--- src/rtl/fp16_pkg.sv ---
// Shared FP16 constants, the collector FSM state type and a sign-clamp helper.
package fp16_pkg;

  localparam logic [15:0] FP16_POS_ZERO = 16'h0000;
  localparam int unsigned FP16_SIGN_BIT = 15;

  typedef enum logic [2:0] {
    IDLE,
    ACCUM,
    FLUSH,
    CAPTURE,
    DRAIN
  } collector_state_e;

  // Any word with the sign bit set (including -0 and negative NaN) becomes +0.
  function automatic logic [15:0] fp16_relu(input logic [15:0] word);
    return word[FP16_SIGN_BIT] ? FP16_POS_ZERO : word;
  endfunction

endpackage

--- src/rtl/fp16_collect_drain.sv ---
// Snapshot buffer for NUM_PE accumulator words plus a valid/ready serializer.
// Optional macro FP16_COLLECT_RELU_EN clamps negative words to +0 at snapshot time.
module fp16_collect_drain
  import fp16_pkg::*;
#(
  parameter int unsigned NUM_PE = 4,
  parameter int unsigned IDX_W  = 2
) (
  input  logic                 clk,
  input  logic                 rst_n,
  input  logic                 load,
  input  logic                 drain_en,
  input  logic [NUM_PE*16-1:0] acc_vec,
  input  logic                 out_ready,
  output logic                 out_valid,
  output logic [15:0]          out_data,
  output logic [IDX_W-1:0]     out_idx,
  output logic                 out_last,
  output logic                 last_fire
);

  logic [15:0]      snap_q [NUM_PE];
  logic [15:0]      snap_d [NUM_PE];
  logic [IDX_W-1:0] idx_q;
  logic [IDX_W-1:0] idx_d;
  logic             at_last;
  logic             fire;

  // Words entering the snapshot, optionally sign-clamped.
  always_comb begin
    for (int i = 0; i < NUM_PE; i++) begin
`ifdef FP16_COLLECT_RELU_EN
      snap_d[i] = fp16_relu(acc_vec[i*16 +: 16]);
`else
      snap_d[i] = acc_vec[i*16 +: 16];
`endif
    end
  end

  // Read pointer: reset on load, advance on each accepted word, wrap after the last.
  always_comb begin
    at_last = (idx_q == IDX_W'(NUM_PE - 1));
    fire    = drain_en & out_ready;
    idx_d   = idx_q;
    if (load) begin
      idx_d = '0;
    end else if (fire) begin
      idx_d = at_last ? '0 : idx_q + 1'b1;
    end
  end

  // Snapshot and pointer registers.
  always_ff @(posedge clk or negedge rst_n) begin
    if (!rst_n) begin
      idx_q <= '0;
      for (int i = 0; i < NUM_PE; i++) begin
        snap_q[i] <= FP16_POS_ZERO;
      end
    end else begin
      idx_q <= idx_d;
      if (load) begin
        for (int i = 0; i < NUM_PE; i++) begin
          snap_q[i] <= snap_d[i];
        end
      end
    end
  end

  // Outputs read zero outside DRAIN; inside DRAIN they only move on a handshake.
  always_comb begin
    out_valid = drain_en;
    out_data  = drain_en ? snap_q[idx_q] : FP16_POS_ZERO;
    out_idx   = drain_en ? idx_q : '0;
    out_last  = drain_en & at_last;
    last_fire = fire & at_last;
  end

endmodule

--- src/rtl/fp16_mac_result_collector.sv ---
// Tile sequencer and result readout for a row of FP16 MAC units.
// Optional macro FP16_COLLECT_RELU_EN enables sign clamping of collected words.
module fp16_mac_result_collector
  import fp16_pkg::*;
#(
  parameter int unsigned NUM_PE = 4,
  parameter int unsigned K_W    = 8,
  parameter int unsigned IDX_W  = 2
) (
  input  logic                 clk,
  input  logic                 rst_n,
  input  logic                 start,
  input  logic [K_W-1:0]       cfg_k,
  output logic                 busy,
  input  logic                 in_valid,
  output logic                 in_ready,
  output logic                 mac_enable,
  output logic                 mac_acc_clear,
  output logic                 mac_op_zero,
  input  logic [NUM_PE*16-1:0] acc_vec,
  output logic                 out_valid,
  input  logic                 out_ready,
  output logic [15:0]          out_data,
  output logic [IDX_W-1:0]     out_idx,
  output logic                 out_last,
  output logic                 tile_done
);

  collector_state_e state_q, state_d;
  logic [K_W-1:0]   k_lat_q, k_lat_d;
  logic [K_W-1:0]   k_cnt_q, k_cnt_d;
  logic             tile_done_q;
  logic             snap_load;
  logic             drain_en;
  logic             last_fire;

  // Next-state and MAC control decode.
  always_comb begin
    state_d       = state_q;
    k_lat_d       = k_lat_q;
    k_cnt_d       = k_cnt_q;
    in_ready      = 1'b0;
    mac_enable    = 1'b0;
    mac_acc_clear = 1'b0;
    mac_op_zero   = 1'b0;
    snap_load     = 1'b0;
    drain_en      = 1'b0;
    unique case (state_q)
      IDLE: begin
        if (start) begin
          k_lat_d = (cfg_k == '0) ? K_W'(1) : cfg_k;
          k_cnt_d = '0;
          state_d = ACCUM;
        end
      end
      ACCUM: begin
        in_ready      = 1'b1;
        mac_enable    = in_valid;
        // First product of the tile overwrites the previous tile's sum.
        mac_acc_clear = in_valid & (k_cnt_q == '0);
        if (in_valid) begin
          k_cnt_d = k_cnt_q + 1'b1;
          if (k_cnt_q == k_lat_q - 1'b1) begin
            state_d = FLUSH;
          end
        end
      end
      FLUSH: begin
        // Zero-operand beat pushes each accumulator out to acc_out.
        mac_enable    = 1'b1;
        mac_acc_clear = 1'b1;
        mac_op_zero   = 1'b1;
        state_d       = CAPTURE;
      end
      CAPTURE: begin
        snap_load = 1'b1;
        state_d   = DRAIN;
      end
      DRAIN: begin
        drain_en = 1'b1;
        if (last_fire) begin
          state_d = IDLE;
        end
      end
      default: state_d = IDLE;
    endcase
  end

  // State, tile length and beat counter registers.
  always_ff @(posedge clk or negedge rst_n) begin
    if (!rst_n) begin
      state_q     <= IDLE;
      k_lat_q     <= '0;
      k_cnt_q     <= '0;
      tile_done_q <= 1'b0;
    end else begin
      state_q     <= state_d;
      k_lat_q     <= k_lat_d;
      k_cnt_q     <= k_cnt_d;
      tile_done_q <= last_fire;
    end
  end

  // Status outputs.
  always_comb begin
    busy      = (state_q != IDLE);
    tile_done = tile_done_q;
  end

  fp16_collect_drain #(
    .NUM_PE (NUM_PE),
    .IDX_W  (IDX_W)
  ) u_drain (
    .clk       (clk),
    .rst_n     (rst_n),
    .load      (snap_load),
    .drain_en  (drain_en),
    .acc_vec   (acc_vec),
    .out_ready (out_ready),
    .out_valid (out_valid),
    .out_data  (out_data),
    .out_idx   (out_idx),
    .out_last  (out_last),
    .last_fire (last_fire)
  );

endmodule

--- config.mk ---
export PLATFORM = sky130hd
export DESIGN_NAME = fp16_mac_result_collector
export DESIGN_NICKNAME = d
export VERILOG_FILES = /design/src/rtl/fp16_pkg.sv /design/src/rtl/fp16_collect_drain.sv /design/src/rtl/fp16_mac_result_collector.sv
export SDC_FILE = /design/constraint.sdc
export NUM_CORES = 1
export LEC_CHECK = 0
export ABC_AREA = 1
export CAP_MARGIN = 20
export CORE_ASPECT_RATIO = 1.25
export CORE_UTILIZATION = 35
export DETAILED_ROUTE_END_ITERATION = 6
export PLACE_DENSITY = 0.58
export SYNTH_ARGS = -nofsm -noshare
export SYNTH_HDL_FRONTEND = slang
export SYNTH_SLANG_ARGS = --single-unit
--- constraint.sdc ---
create_clock -name clk -period 3.1 [get_ports clk]
set_input_delay 0.62 -clock clk [delete_from_list [all_inputs] [get_ports clk]]
set_output_delay 0.62 -clock clk [all_outputs]
set_load 0.1 [all_outputs]
==> flow_summary.toml, run 1 <==
[logic_synthesis]
async_reset_ff_frac = 1.000
synth.distinct_cells = 28
ys_seq_area_frac = 0.5054
synth_area_per_cell_um2 = 9.441
ys.warnings.count = 0
ys_seq_elements = 86
synth_ff_type = "dfrtp_1"
synth_enable_flop_cells = 0
syn_inst = 451
syn_nets = 532
netlist_area_um2 = 4258

[clock_network]
path_clk_slew_ns = 0.06
postCtsResizedCells = 0
tritoncts = "built"
clock_path_buffers = 2
cts.sinks = 86
postCtsSetupRepairBufs = 0
cts_made_buffers = 9
ctsHtreeMaxLevel = 3
clk_latency_ns = 0.33
ctsHoldBuffers = 0
cts_root_buf = "clkbuf_16"

[pwr]
power_mw = 5.753
p_leak_nw = 2.561
switching_power_mw = 2.341
power_frac_seq = 0.342
sw_frac_of_total = 0.4069
vdd_drop_max_mv = 0.5704
comb_power_share = 0.475
power_density_nw_per_um2 = 954.7
pwr-share-clk = 0.183
internal_power_mw = 3.412

[worst_hold_path]
hold_path_class = "primary input to asynchronous set/reset pin"

[layout]
final_cell_mix = "nor2_1, dfrtp_1, clkdlybuf4s50_1"
n_fill_cell = 1083
mostFrequentLayoutCell = "nor2_1"
drive_above_1_share = 0.2595
insertedDiodeCount = 0
syn2layout_area_growth_pct = 41.52
fin_nets = 632

[die]
die_height_um = 125.3
dieArea_um2 = 12610
rows = 44
boundaryPins = 103
fp.coreArea_um2 = 11730
start_util = 0.3631
fp.dieW_um = 100.7

[global_routing]
grt_remaining_overflow = 0
grt_pass1_vias = 3513
grt_max_degree = 67
track_usage = 0.1751
antenna_found_initial = 0
grt_pass1_wl_um = 17110

[run_status]
status = "completed"

[worst_setup_path]
crit_required_ns = 2.48
cp-end-kind = "primary output"
critical_path_arrival_ns = 1.99
critical_path.startpoint_type = "register"
worstSetupPathType = "register to primary output"
worst-path-max-fanout = 12

[routing]
wl_um = 10250
first_pass_iters = 4
routedWlPerCell_um = 14.31
drc = 0
ant_nets = 0
first_iter_violations = 137
dr_total_vias = 3453
viasPerCell = 4.823

[place]
gp_congestion = 0.8371
place_ws_ns = 0.8226
io_buffers = 102
hpwl_um = 7336

[sta]
relSlewSlack = 0.4391
setup_slack_ns = 0.4852
timing_hold_violations_final = 0
slew_viol_final = 0
grt_setup_unrepaired = "no"
tightestPinTransition_ns = 0.8414
setup_viol = 0
fmax_mhz = 382.4
skew_ns = 0.004844
finalCritPeriodShare = 0.8435
finalCriticalPeriod_ns = 2.615
holdWs_ns = 0.2647

[job]
maxCapViolations = 0
-- flip-flops by register name, indices dropped and copies added (netlist names) --
| name | count |
|---|---|
| k_cnt_q | 8 |
| u_drain.snap_q | 64 |
| u_drain.idx_q | 2 |
| tile_done | 1 |
| state_q | 3 |
| k_lat_q | 8 |
-- layer usage --
metal | up-vias | part of all wire | global-route usage
li1 | 1705 | - | -
met1 | 1637 | 0.43 | 0.2115
met2 | 96 | 0.49 | 0.2921
met3 | 15 | 0.068 | 0.05143
met4 | 0 | 0.015 | 0.06650
met5 | - | 0 | 0
-- critical path: stages, from the launching register on --
cell,delay [ns]
dfrtp_1,0.47
nor3_4,0.28
inv_1,0.23
buf_4,0.27
a21oi_2,0.20
buf_12,0.20
-- power by group through the flow --
stage | registers, mW | logic, mW | clock network (mW)
detailed placement | 1.98 | 2.75 | 0
global placement | 1.96 | 2.73 | 0
finish | 1.97 | 2.73 | 1.05
floorplan | 1.88 | 2.09 | 0
CTS | 1.97 | 2.76 | 1.08
global route | 2.03 | 3.01 | 1.13
-- path summary, 6_finish.rpt --
kind | slack (ns) | endpoint | from | cells after the start
setup reg to reg | 1.22 | state_q[1] | k_lat_q[0] | 13
hold reg to reg | 0.50 | u_drain.snap_q[11] | u_drain.snap_q[11] | 1
min in group clk | 0.50 | u_drain.snap_q[11] | u_drain.snap_q[11] | 1
hold / removal | 0.26 | k_cnt_q[1] | rst_n | 1
max in group asynchronous | 2.19 | u_drain.snap_q[37] | rst_n | 2
setup / recovery | 0.49 | out_data[5] | state_q[0] | 5
-- cells in the mapped netlist (2+ instances only) --
cell	n	share of area
inv_1	27	0.024
o21ai_0	46	0.054
nand3_1	15	0.018
nand2_2	4	0.0059
nor3_1	5	0.0059
mux2_2	64	0.17
o31ai_1	2	0.0035
xnor2_1	2	0.0041
dfrtp_1	86	0.51
nand2_1	47	0.041
nor2_2	2	0.0029
a21oi_1	23	0.027
nor2_1	92	0.081
buf_2	8	0.0094
ha_1	4	0.012
clkbuf_1	12	0.011
-- final cells by class --
type	count	area, µm²	share of cell area
Sequential cell	86	2152	0.3571
Tap cell	161	201.4	0.03343
Multi-Input combinational cell	316	2004	0.3326
Clock inverter	4	47.55	0.007890
Inverter	29	108.9	0.01806
Clock buffer	11	242.7	0.04028
Timing Repair Buffer	109	1269	0.2105
-- per-stage QoR --
stage          TNS (ns)  utilization  instances  cell area [µm²]
5_1_grt               0       0.5139        716             6026
3_5_place_dp          0       0.4891        701             5736
2_1_floorplan    -3.051            -        451             4338
4_1_cts               0       0.5139        716             6026
3_3_place_gp          0       0.4891        701             5736
6_report              0       0.5139        716             6026
-- logic make-up after synthesis --
| logic type | share of synthesized area |
|---|---|
| buf+inv | 0.04555 |
| fa+ha+maj | 0.01175 |
| mux | 0.1693 |
| flops | 0.5054 |
| compound gates | 0.08992 |
| xor+xnor | 0.01175 |
| simple gates | 0.1663 |
Power figures use the tool's default switching activity.
==> run 2: changes to the inputs <==
--- a/config.mk
+++ b/config.mk
@@ -10,7 +10,7 @@
 export CORE_ASPECT_RATIO = 1.25
 export CORE_UTILIZATION = 35
 export DETAILED_ROUTE_END_ITERATION = 6
-export PLACE_DENSITY = 0.58
+export PLACE_DENSITY = 0.6
 export SYNTH_ARGS = -nofsm -noshare
 export SYNTH_HDL_FRONTEND = slang
 export SYNTH_SLANG_ARGS = --single-unit
==> constraint.sdc (replaced) <==
create_clock -name clk -period 2.3 [get_ports clk]
set_input_delay 0.46 -clock clk [delete_from_list [all_inputs] [get_ports clk]]
set_output_delay 0.46 -clock clk [all_outputs]
set_load 0.1 [all_outputs]
==> flow_summary.toml, run 2 (synthesized netlist as in run 1, its figures left out) <==
[routing]
first_pass_iters = 4
routedWlPerCell_um = 15.23
first_iter_violations = 97
drc = 0
top_layer_used = "met4"
met3WireLength_um = 511
drt-met1-wl_um = 5003
wl_um = 11060
ant_nets = 0
wl_met2_um = 5377
viasPerCell = 4.810
dr_total_vias = 3492

[clock_network]
clock_path_buffers = 2
path_clk_slew_ns = 0.06
cts_made_buffers = 9
cts.sinks = 86
cts_root_buf = "clkbuf_16"
ctsHtreeMaxLevel = 3
tritoncts = "built"
clk_latency_ns = 0.33
ctsHoldBuffers = 0

[sta]
tightestPinTransition_ns = 0.4934
skew_ns = 0.004950
slew_viol_final = 0
setup_slack_ns = 0.06737
setup_viol = 0
grt_setup_unrepaired = "yes"
finalCritPeriodShare = 0.9707
finalCriticalPeriod_ns = 2.233
timing_hold_violations_final = 0
fmax_mhz = 447.9
relSlewSlack = 0.6676

[die]
boundaryPins = 103
fp.dieW_um = 100.7
rows = 44
start_util = 0.3631
die_height_um = 125.3
fp.coreArea_um2 = 11730
dieArea_um2 = 12610

[layout]
mostFrequentLayoutCell = "nor2_1"
stdcell_area_um2 = 6389
final_util = 0.5448
final_cell_mix = "nor2_1, dfrtp_1, clkdlybuf4s50_1"
insertedDiodeCount = 0
largest_register = "u_drain.snap_q"
drive_above_1_share = 0.2814
largest_reg_flops = 64
syn2layout_area_growth_pct = 50.04
top_regs = "u_drain.snap_q: 64 flops, k_cnt_q: 8 flops, k_lat_q: 8 flops"
fin_nets = 641

[global_routing]
grt_remaining_overflow = 0
grt_pass1_vias = 3570
antenna_found_initial = 0
grt_max_degree = 35
track_usage = 0.1887
grt_pass1_wl_um = 18240

[place]
placed_cell_area_um2 = 6037
gp_congestion = 0.8041
io_buffers = 102
hpwl_um = 8137
place_ws_ns = 0.3086

[pwr]
pwr-share-clk = 0.183
internal_power_mw = 4.957
power_mw = 8.427
vdd_drop_max_mv = 1.394
sw_frac_of_total = 0.4118
power_frac_seq = 0.314
switching_power_mw = 3.470
comb_power_share = 0.504
power_density_nw_per_um2 = 1319
p_leak_nw = 2.674

[worst_setup_path]
critPathMaxStageDelay_ns = 0.43
slowest_stage = "o21ai_0"
critical_path.cell_chain = "inv_2 > buf_4 > o21ai_0 > a21oi_4 > buf_12"
worst-path-max-fanout = 13
critical_path.startpoint_type = "register"
cp-end-kind = "primary output"
crit_required_ns = 1.84
worstSetupPathType = "register to primary output"
worstSetupStartpoint = "u_drain.idx_q[0]"
critical_path_arrival_ns = 1.77
reg2reg_from = "k_lat_q[0]"

[worst_hold_path]
hold_path_class = "primary input to asynchronous set/reset pin"

[job]
maxCapViolations = 0

[run_status]
status = "completed"
run 2: cell count changes in the layout (fill, tap and decap cells not counted), sizes merged:
cell and change:
buf +9, bufinv +1, clkinv +1, clkbuf -1
run 2: per-stage QoR:
stage,cells,hold slack (ns),TNS [ns]
floorplan,451,0.1644,-7.777
global placement,707,0.4432,0
detailed placement,707,0.4492,0
CTS,723,0.08430,0
global route,726,0.1067,-0.03087
finish,726,0.07326,0
run 2: area by class of cell:
type	instances	area, µm²
clock buffer	10	229.0
clock inverter	6	86.33
fill	1053	5338
inverter	29	108.9
multi-input combinational	316	2176
sequential	86	2152
tap	161	201.4
timing repair buffer	118	1435
run 2: path summary, 6_finish.rpt:
path,to,slack [ns],depth (start not counted)
max,out_data[11],0.07,5
min,u_drain.snap_q[48],0.07,1
max reg2reg,state_q[1],0.45,13
min reg2reg,u_drain.snap_q[10],0.50,1
max in group asynchronous,u_drain.snap_q[39],1.56,2
min in group clk,u_drain.snap_q[10],0.50,1
run 2: power groups by stage:
stage          Clock (mW)  Combinational (mW)  Sequential, mW
2_1_floorplan           0                3.06            2.53
3_5_place_dp            0                4.22            2.66
4_1_cts              1.57                4.25            2.64
6_report             1.54                4.24            2.64
5_1_grt              1.64                4.61            2.74
3_3_place_gp            0                4.16            2.62
run 2: repair_timing:
action | CTS | global route
pin swaps | 1 | 1
gates resized for setup | 2 | 9
setup endpoints to repair | 16 | 20
buffers inserted | 0 | 3
gates cloned | 0 | 0
run 2: worst max-delay path: cells and delay by family, from the launching register on:
kind / cells / cell delay (ns)
buf+inv: 3 / 0.51
flops: 1 / 0.38
compound gates: 2 / 0.54
run 2: layer usage:
metal / up-vias / track usage
met1: 1683 / 0.2455
met5: - / 0
met2: 77 / 0.3106
li1: 1721 / -
met3: 11 / 0.03857
met4: 0 / 0.06564
==> run 3: changes to the inputs <==
--- a/config.mk
+++ b/config.mk
@@ -7,7 +7,7 @@
 export LEC_CHECK = 0
 export ABC_AREA = 1
 export CAP_MARGIN = 20
-export CORE_ASPECT_RATIO = 1.25
+export CORE_MARGIN = 5
 export CORE_UTILIZATION = 35
 export DETAILED_ROUTE_END_ITERATION = 6
 export PLACE_DENSITY = 0.6
==> flow_summary.toml, run 3 (synthesized netlist as in run 1, its figures left out) <==
[global_routing]
gr-usage-met3 = 0.04303
antenna_found_initial = 0
grt_util_met1 = 0.2315
track_usage = 0.1699
grt_remaining_overflow = 0
grt_pass1_wl_um = 19330
grt_max_degree = 43
use_met2 = 0.2589
grt.busiest_layer = "met2"
grt_pass1_vias = 3612

[sta]
tightestPinTransition_ns = 0.5573
setup_viol = 0
slew_viol_final = 0
fmax_mhz = 453.3
skew_ns = 0.006555
relSlewSlack = 0.6285
setup_tns_ns = 0
finalCritPeriodShare = 0.9591
grt_setup_unrepaired = "no"
timing_hold_violations_final = 0
finalCriticalPeriod_ns = 2.206

[routing]
ant_nets = 0
dr_total_vias = 3498
routedWlPerCell_um = 16.29
first_pass_iters = 4
viasPerCell = 4.913
drc = 0
wl_um = 11600
first_iter_violations = 228

[die]
boundaryPins = 103
dieArea_um2 = 14470
die_height_um = 120.3
fp.coreArea_um2 = 11960
start_util = 0.3560
fp.dieW_um = 120.3
rows = 40

[job]
maxCapViolations = 0

[layout]
drive_above_1_share = 0.2796
top_regs = "u_drain.snap_q: 64 flops, k_cnt_q: 8 flops, k_lat_q: 8 flops"
syn2layout_area_growth_pct = 50.28
largest_reg_flops = 64
insertedDiodeCount = 0
fin_cells = 712
largest_register = "u_drain.snap_q"
final_cell_mix = "nor2_1, dfrtp_1, clkdlybuf4s50_1"
fin_nets = 641
mostFrequentLayoutCell = "nor2_1"

[worst_setup_path]
worst-path-max-fanout = 4
crit_required_ns = 1.84
slowest_stage = "dfrtp_1"
critical_path.startpoint_type = "register"
critical_path.cell_chain = "buf_4 > nor3_4 > nand2_4 > o21ai_4 > buf_12"
cp-end-kind = "primary output"
cp.depth = 5
critPathMaxStageDelay_ns = 0.38
rr_worst_depth = 11
worstSetupPathType = "register to primary output"
reg2reg_from = "state_q[2]"
regToRegSetupSlack_ns = 0.42
reg2reg_to = "k_cnt_q[7]"
critical_path_arrival_ns = 1.75
critical-path-top-delay-family = "simple AND/OR/NAND/NOR gates"
worst-path-buf-inv = 2

[clock_network]
tritoncts = "built"
clk_latency_ns = 0.34
ctsHtreeMaxLevel = 3
cts_made_buffers = 9
ctsHoldBuffers = 0
clock_path_buffers = 2
cts_root_buf = "clkbuf_16"
cts.sinks = 86
path_clk_slew_ns = 0.06

[pwr]
vdd_drop_max_mv = 1.042
p_leak_nw = 2.683
power_density_nw_per_um2 = 1323

[worst_hold_path]
hold_path_class = "primary input to asynchronous set/reset pin"

[place]
dp_cells = 693
hpwl_um = 8607
gp_congestion = 0.8700
io_buffers = 102

[run_status]
status = "completed"
run 3: cell types whose count changed in the layout (fill, tap and decap cells not counted), moves of 2 or more:
cell,change
buf_12,+2
o21ai_0,+2
o21ai_1,-2
clkinv_2,-2
clkbuf_1,+2
run 3: stage by stage:
step	utilization	power (mW)	setup WS (ns)	area (µm²)	hold WS (ns)
global placement	0.5053	6.833	0.3699	6045	0.4824
floorplan	-	5.596	-0.4063	4527	0.1644
finish	0.5349	8.468	0.09411	6399	0.1146
global route	0.5349	9.063	0.0004233	6399	0.1573
CTS	0.5324	8.510	0.02072	6369	0.1248
detailed placement	0.5053	6.911	0.3592	6045	0.4887
run 3: area by class of cell:
cell class / instances / area, µm²
fill: 1085 / 5563
multi-input combinational: 316 / 2182
sequential: 86 / 2153
timing repair buffer: 118 / 1453
clock buffer: 13 / 250.2
tap: 147 / 183.9
inverter: 29 / 108.9
clock inverter: 3 / 67.56
run 3: worst max path at each step:
stage                                start  slack [ns]            end
after floorplan                 state_q[2]       -0.41   out_data[10]
after global placement          k_cnt_q[6]        0.37  mac_acc_clear
after detailed placement        state_q[2]        0.36    out_data[6]
after CTS                       state_q[1]        0.02    out_data[6]
after global routing      u_drain.idx_q[0]      0.0004   out_data[10]
final                           state_q[2]        0.09  mac_acc_clear
run 3: report_power, final:
group	leakage [nW]	internal [mW]	switching, mW
clock	0.150	0.983	0.589
sequential	1.03	2.23	0.413
combinational	1.50	1.78	2.47
run 3: metal layers:
metal	wire length [µm]	vias up
met5	0	-
li1	-	1721
met2	5259	87
met4	241	0
met1	5270	1675
met3	824	15
run 3: repair_timing:
action,CTS,global route
hold endpoints to repair,0,0
buffers inserted,0,3
pin swaps,1,2
cloned,0,0
setup endpoints to repair,17,19
resized for setup,1,7
